--- src/rtl/spi_btn_pkg.sv ---
`default_nettype none
// ----------------------------------------------------------------------------
// spi_btn_pkg : shared state type and parameter defaults for spi_btn_reader
// Rev 1.0
// ----------------------------------------------------------------------------
package spi_btn_pkg;

  localparam int unsigned C_CLK_DIV_DEF   = 4;
  localparam int unsigned C_BITS_DEF      = 8;
  localparam int unsigned C_POLL_BITS_DEF = 17;

  typedef enum logic [1:0] {
    IDLE  = 2'd0,
    SETUP = 2'd1,
    SHIFT = 2'd2,
    HOLD  = 2'd3
  } spi_state_e;

endpackage
`default_nettype wire

--- src/rtl/spi_sclk_gen.sv ---
`default_nettype none
// ----------------------------------------------------------------------------
// spi_sclk_gen : half-period counter producing SCLK toggle and sample strobes
// Rev 1.0
// ----------------------------------------------------------------------------
module spi_sclk_gen #(
  parameter int unsigned C_clk_div = 4
) (
  input  logic clk_25mhz,
  input  logic rst_n,
  input  logic i_en,
  input  logic i_sclk_hi,
  output logic o_toggle,
  output logic o_sample
);

  localparam int unsigned c_cnt_w = $clog2(C_clk_div);

  logic [c_cnt_w-1:0] cnt_q, cnt_d;
  logic               w_last;

  always_comb begin
    w_last = (cnt_q == c_cnt_w'(C_clk_div - 1));
    cnt_d  = cnt_q;
    if (!i_en) begin
      cnt_d = '0;
    end else if (w_last) begin
      cnt_d = '0;
    end else begin
      cnt_d = cnt_q + 1'b1;
    end
  end

  always_ff @(posedge clk_25mhz or negedge rst_n) begin
    if (!rst_n) begin
      cnt_q <= '0;
    end else begin
      cnt_q <= cnt_d;
    end
  end

  // A phase ending while SCLK is high is the falling edge, where MISO is taken.
  assign o_toggle = i_en && w_last;
  assign o_sample = o_toggle && i_sclk_hi;

endmodule
`default_nettype wire

--- src/rtl/spi_btn_reader.sv ---
`default_nettype none
// ----------------------------------------------------------------------------
// spi_btn_reader : SPI master reading one button word per start or poll tick.
// Define SPI_BTN_READER_IRQ_EN to enable the data-change irq pulse. Rev 1.0
// ----------------------------------------------------------------------------
module spi_btn_reader
  import spi_btn_pkg::*;
#(
  parameter int unsigned C_clk_div   = C_CLK_DIV_DEF,
  parameter int unsigned C_bits      = C_BITS_DEF,
  parameter int unsigned C_poll_bits = C_POLL_BITS_DEF
) (
  input  logic              clk_25mhz,
  input  logic              rst_n,
  input  logic              start,
  input  logic              poll_en,
  output logic              spi_csn,
  output logic              spi_sclk,
  input  logic              spi_miso,
  output logic [C_bits-1:0] data,
  output logic              valid,
  output logic              busy,
  output logic              irq
);

  localparam int unsigned c_bcnt_w = $clog2(C_bits + 1);

  spi_state_e             state_q, state_d;
  logic                   go_q, go_d;
  logic                   busy_q, busy_d;
  logic                   csn_q, csn_d;
  logic                   sclk_q, sclk_d;
  logic                   valid_q, valid_d;
  logic [C_bits-1:0]      data_q, data_d;
  logic [C_bits-1:0]      shreg_q, shreg_d;
  logic [c_bcnt_w-1:0]    bit_cnt_q, bit_cnt_d;
  logic [C_poll_bits-1:0] poll_cnt_q, poll_cnt_d;
  logic [1:0]             sync_q, sync_d;

  logic w_gen_en;
  logic w_toggle;
  logic w_sample;
  logic w_poll_tick;

  assign w_gen_en = (state_q != IDLE);

  spi_sclk_gen #(
    .C_clk_div (C_clk_div)
  ) u_sclk_gen (
    .clk_25mhz (clk_25mhz),
    .rst_n     (rst_n),
    .i_en      (w_gen_en),
    .i_sclk_hi (sclk_q),
    .o_toggle  (w_toggle),
    .o_sample  (w_sample)
  );

  always_comb begin
    sync_d      = {sync_q[0], spi_miso};
    poll_cnt_d  = poll_en ? poll_cnt_q + 1'b1 : '0;
    w_poll_tick = poll_en && (poll_cnt_q == '1);
  end

  always_comb begin
    state_d   = state_q;
    go_d      = 1'b0;
    busy_d    = busy_q;
    csn_d     = csn_q;
    sclk_d    = sclk_q;
    valid_d   = 1'b0;
    data_d    = data_q;
    shreg_d   = shreg_q;
    bit_cnt_d = bit_cnt_q;

    case (state_q)
      IDLE: begin
        // The request is latched for one cycle so busy rises before csn falls.
        if (go_q) begin
          state_d   = SETUP;
          csn_d     = 1'b0;
          shreg_d   = '0;
          bit_cnt_d = '0;
        end else if (start || w_poll_tick) begin
          go_d   = 1'b1;
          busy_d = 1'b1;
        end
      end

      SETUP: begin
        if (w_toggle) begin
          state_d = SHIFT;
          sclk_d  = 1'b1;
        end
      end

      SHIFT: begin
        if (w_sample) begin
          shreg_d   = {shreg_q[C_bits-2:0], sync_q[1]};
          bit_cnt_d = bit_cnt_q + 1'b1;
        end
        if (w_toggle) begin
          if (sclk_q) begin
            sclk_d = 1'b0;
          end else if (bit_cnt_q == c_bcnt_w'(C_bits)) begin
            state_d = HOLD;
          end else begin
            sclk_d = 1'b1;
          end
        end
      end

      HOLD: begin
        if (w_toggle) begin
          state_d = IDLE;
          csn_d   = 1'b1;
          busy_d  = 1'b0;
          valid_d = 1'b1;
          data_d  = shreg_q;
        end
      end

      default: begin
        state_d = IDLE;
        csn_d   = 1'b1;
        sclk_d  = 1'b0;
        busy_d  = 1'b0;
      end
    endcase
  end

  always_ff @(posedge clk_25mhz or negedge rst_n) begin
    if (!rst_n) begin
      state_q    <= IDLE;
      go_q       <= 1'b0;
      busy_q     <= 1'b0;
      csn_q      <= 1'b1;
      sclk_q     <= 1'b0;
      valid_q    <= 1'b0;
      data_q     <= '0;
      shreg_q    <= '0;
      bit_cnt_q  <= '0;
      poll_cnt_q <= '0;
      sync_q     <= '0;
    end else begin
      state_q    <= state_d;
      go_q       <= go_d;
      busy_q     <= busy_d;
      csn_q      <= csn_d;
      sclk_q     <= sclk_d;
      valid_q    <= valid_d;
      data_q     <= data_d;
      shreg_q    <= shreg_d;
      bit_cnt_q  <= bit_cnt_d;
      poll_cnt_q <= poll_cnt_d;
      sync_q     <= sync_d;
    end
  end

`ifdef SPI_BTN_READER_IRQ_EN
  logic irq_q, irq_d;

  // data_q still holds the previous word on the edge that loads the new one.
  always_comb begin
    irq_d = (state_q == HOLD) && w_toggle && (shreg_q != data_q);
  end

  always_ff @(posedge clk_25mhz or negedge rst_n) begin
    if (!rst_n) begin
      irq_q <= 1'b0;
    end else begin
      irq_q <= irq_d;
    end
  end

  assign irq = irq_q;
`else
  assign irq = 1'b0;
`endif

  assign spi_csn  = csn_q;
  assign spi_sclk = sclk_q;
  assign data     = data_q;
  assign valid    = valid_q;
  assign busy     = busy_q;

endmodule
`default_nettype wire

--- config.mk ---
export PLATFORM = sky130hd
export DESIGN_NAME = spi_btn_reader
export DESIGN_NICKNAME = d
export VERILOG_FILES = /design/src/rtl/spi_btn_pkg.sv /design/src/rtl/spi_sclk_gen.sv /design/src/rtl/spi_btn_reader.sv
export SDC_FILE = /design/constraint.sdc
export NUM_CORES = 1
export LEC_CHECK = 0
export CAP_MARGIN = 30
export CORE_ASPECT_RATIO = 0.5
export CORE_UTILIZATION = 57
export CTS_CLUSTER_SIZE = 24
export DETAILED_ROUTE_END_ITERATION = 10
export HOLD_SLACK_MARGIN = 0.1
export MAX_ROUTING_LAYER = met4
export PLACE_DENSITY_LB_ADDON = 0.2
export SYNTH_ARGS = -nofsm -noshare
export SYNTH_HDL_FRONTEND = slang
export SYNTH_SLANG_ARGS = --single-unit
export TNS_END_PERCENT = 1
--- constraint.sdc ---
create_clock -name clk_25mhz -period 2.05 [get_ports clk_25mhz]
set_input_delay 0.3075 -clock clk_25mhz [delete_from_list [all_inputs] [get_ports clk_25mhz]]
set_output_delay 0.3075 -clock clk_25mhz [all_outputs]
set_load 0.005 [all_outputs]
==> flow_summary.json <==
{
  "drt_first_pass_iters": 4,
  "synth-main-ff-cell": "dfrtp_1",
  "initial_utilization_pct": 61.2,
  "grt_pass1_vias": 1436,
  "drc_errors": 0,
  "wl_per_cell_um": 14.5,
  "p_comb_share_pct": 27.9,
  "yosys.area_share.simple_pct": 14.8,
  "post_cts_buffers": 0,
  "die_area_um2": 4040,
  "p_switching_uw": 746,
  "rsz0062_at_grt": "no",
  "portBuffers": 16,
  "yosysUniqueCellTypes": 39,
  "core-area_um2": 3510,
  "ys_seq_elements": 48,
  "setup_tns_ns": 0,
  "drt_iter0_drc": 75,
  "netlist_area_um2": 2150,
  "n_fill_cell": 253,
  "finClkSkew_ns": 0.00613,
  "timing.hold.ws_ns": 0.355,
  "die_w_um": 88.8,
  "worstHoldStart": "sync_q[0]",
  "synth-adder-area-share_pct": 5.24,
  "io_pins": 18,
  "period_minus_slack_ns": 1.93,
  "cts_root_buf": "clkbuf_8",
  "synth_compound_area_share_pct": 11.8,
  "critPathKind": "flop to flop",
  "insertion_delay_ns": 0.30,
  "ir_drop_uv": 472,
  "grt_use_total_pct": 23.2,
  "synthMuxAreaShare_pct": 7.10,
  "outcome": "completed",
  "rows": 15,
  "routed_wl_mm": 3.85,
  "antenna_found_initial": 0,
  "synth-edff-count": 0,
  "cts_tree": "done",
  "syn_nets": 201,
  "grt_start_max_net_pins": 49,
  "drive_above_1_share_pct": 15.3,
  "worst_slew_pin_slew_ns": 0.511,
  "diodes": 0,
  "end_kind": "flop",
  "cp-start-kind": "flop",
  "slew_viol_final": 0,
  "design_area_um2": 2540,
  "place_area_um2": 2430,
  "dp_hpwl_mm": 2.59,
  "final_nets": 228,
  "final_common_cell": "dfrtp_1",
  "layout_common_cells": "47 x dfrtp_1, 15 x clkdlybuf4s50_1, 11 x inv_1",
  "finalHoldViolCount": 0,
  "h-tree-depth": 2,
  "finalCritPeriodShare_pct": 94.3,
  "ys_seq_area_share_pct": 55.9,
  "grt_pass1_wl_mm": 6.56,
  "hold_path_class": "flop to flop",
  "yosysWarnings": 0,
  "reg2reg_from": "state_q[0]",
  "area_delta_synth_final_pct": 18.1,
  "setup_viol": 0,
  "clkPwrFrac_pct": 23.3,
  "ant_nets": 0,
  "synthCells": 187,
  "clkTransAtPathRegs_ns": 0.09,
  "required_ns": 2.24,
  "critPathMaxFanout": 4,
  "switching_share_pct": 31.0,
  "arrival_ns": 2.13,
  "cts_buffers": 5,
  "clock_path_buffers": 2,
  "p_int_uw": 1660,
  "grt_overflow": 0,
  "drv_cap": 0,
  "syn_area_per_cell_um2": 11.5,
  "synthArstFlopShare_pct": 100,
  "critPathLaunch": "state_q[0]",
  "die-height_um": 45.4,
  "dr_total_vias": 1496,
  "p_leak_uw": 0.00118,
  "max-slew-margin-rel_pct": 65.8,
  "clock_sink_count": 48,
  "cellPowerDensity_nw_per_um2": 950,
  "synth_xor_area_share_pct": 1.22,
  "gp_congestion": 0.799,
  "seqPwrFrac_pct": 48.9,
  "fmax_mhz": 517,
  "viasPerCell": 5.62,
  "synth_top_family_by_area": "simple AND/OR/NAND/NOR gates"
}
==> kinds of logic (layout without fill, tap and decap cells) <==
kind of cell / count (synthesis) / in the layout
AOI/OAI and AO/OA: 36 / 36
xor gates and xnor gates: 3 / 3
adders and majority gates: 9 / 9
buffers and inverters: 20 / 48
DFF: 48 / 48
muxes: 14 / 14
other: 1 / 1
and+or+nand+nor: 56 / 56
==> cell type report <==
cell class	count	area, µm²	share of cell area [%]
Clock buffer	5	68.8	2.71
Timing Repair Buffer	28	260	10.3
Clock inverter	3	18.8	0.739
Sequential cell	48	1200	47.4
Inverter	12	45.0	1.77
Multi-Input combinational cell	119	880	34.6
Tap cell	51	63.8	2.51
==> power by group through the flow <==
stage	Combinational [µW]	Sequential, µW	Clock, µW
after floorplan	406	1170	0
after global placement	626	1180	0
after detailed placement	648	1190	0
after CTS	654	1180	577
after global routing	753	1200	616
final	672	1180	561
==> critical path, cell delays in order (launching register included) <==
cell and delay (ns):
dfrtp_1 0.42, inv_2 0.06, ha_1 0.22, or3_4 0.38, a222oi_1 0.39, mux2_1 0.36
==> state kept, by name, summed over array words and instances, names as in the netlist <==
register / count
go_q: 1
sync_q: 2
bit_cnt_q: 4
valid: 1
u_sclk_gen.cnt_q: 2
busy: 1
spi_sclk: 1
state_q: 2
shreg_q: 8
data: 8
spi_csn: 1
poll_cnt_q: 17
==> repair_timing <==
item / 4_1_cts / 5_1_grt
hold buffers: 1 / 0
resized for setup: 0 / 3
setup endpoints to repair: 0 / 2
endpoints found under the hold margin: 47 / 0
==> Yosys cell counts, types with 2 or more instances <==
| master | number | share of area, % |
|---|---|---|
| a211o_1 | 2 | 0.82 |
| a21oi_1 | 9 | 2.1 |
| a22o_1 | 10 | 4.1 |
| a31oi_1 | 2 | 0.58 |
| and2_1 | 2 | 0.58 |
| and3_1 | 2 | 0.58 |
| clkbuf_1 | 7 | 1.2 |
| dfrtp_1 | 47 | 55 |
| ha_1 | 9 | 5.2 |
| inv_1 | 12 | 2.1 |
| mux2_2 | 9 | 4.7 |
| mux2i_1 | 4 | 1.9 |
| nand2_1 | 10 | 1.7 |
| nand2b_1 | 5 | 1.5 |
| nand3_1 | 6 | 1.4 |
| nand4_1 | 3 | 0.87 |
| nor2_1 | 7 | 1.2 |
| nor3_1 | 2 | 0.47 |
| nor4_1 | 4 | 1.2 |
| o21ai_0 | 5 | 1.2 |
| o31ai_1 | 5 | 1.7 |
| or3_1 | 4 | 1.2 |
| or4_1 | 4 | 1.4 |
| xor2_1 | 2 | 0.82 |
==> per-layer routing <==
layer  vias up  track usage, %  part of all wire [%]
li1        727               -                     -
met1       740            30.2                    51
met2        24            35.8                    45
met3         5            6.16                   3.3
met4         0            8.06                   1.2
met5         -               -                     0
==> path summary, 6_finish.rpt <==
check	depth (start not counted)	slack [ns]	end
max in group asynchronous	3	1.26	spi_csn
worst min-delay path	0	0.36	sync_q[1]
worst min register to register	0	0.36	sync_q[1]
worst max-delay path	5	0.12	state_q[1]
min in group asynchronous	3	0.53	go_q
worst max register to register	5	0.12	state_q[1]
==> metrics by stage <==
stage | cells | setup slack (ns) | total power, µW | utilization [%]
finish | 266 | 0.116 | 2410 | 72.3
global route | 266 | 0.00119 | 2570 | 72.3
CTS | 266 | 0.0790 | 2410 | 72.0
detailed placement | 257 | 0.0916 | 1840 | 69.2
global placement | 257 | 0.172 | 1810 | 69.2
floorplan | 187 | 0.157 | 1580 | -
No activity file was read; power rests on OpenSTA's default activity.
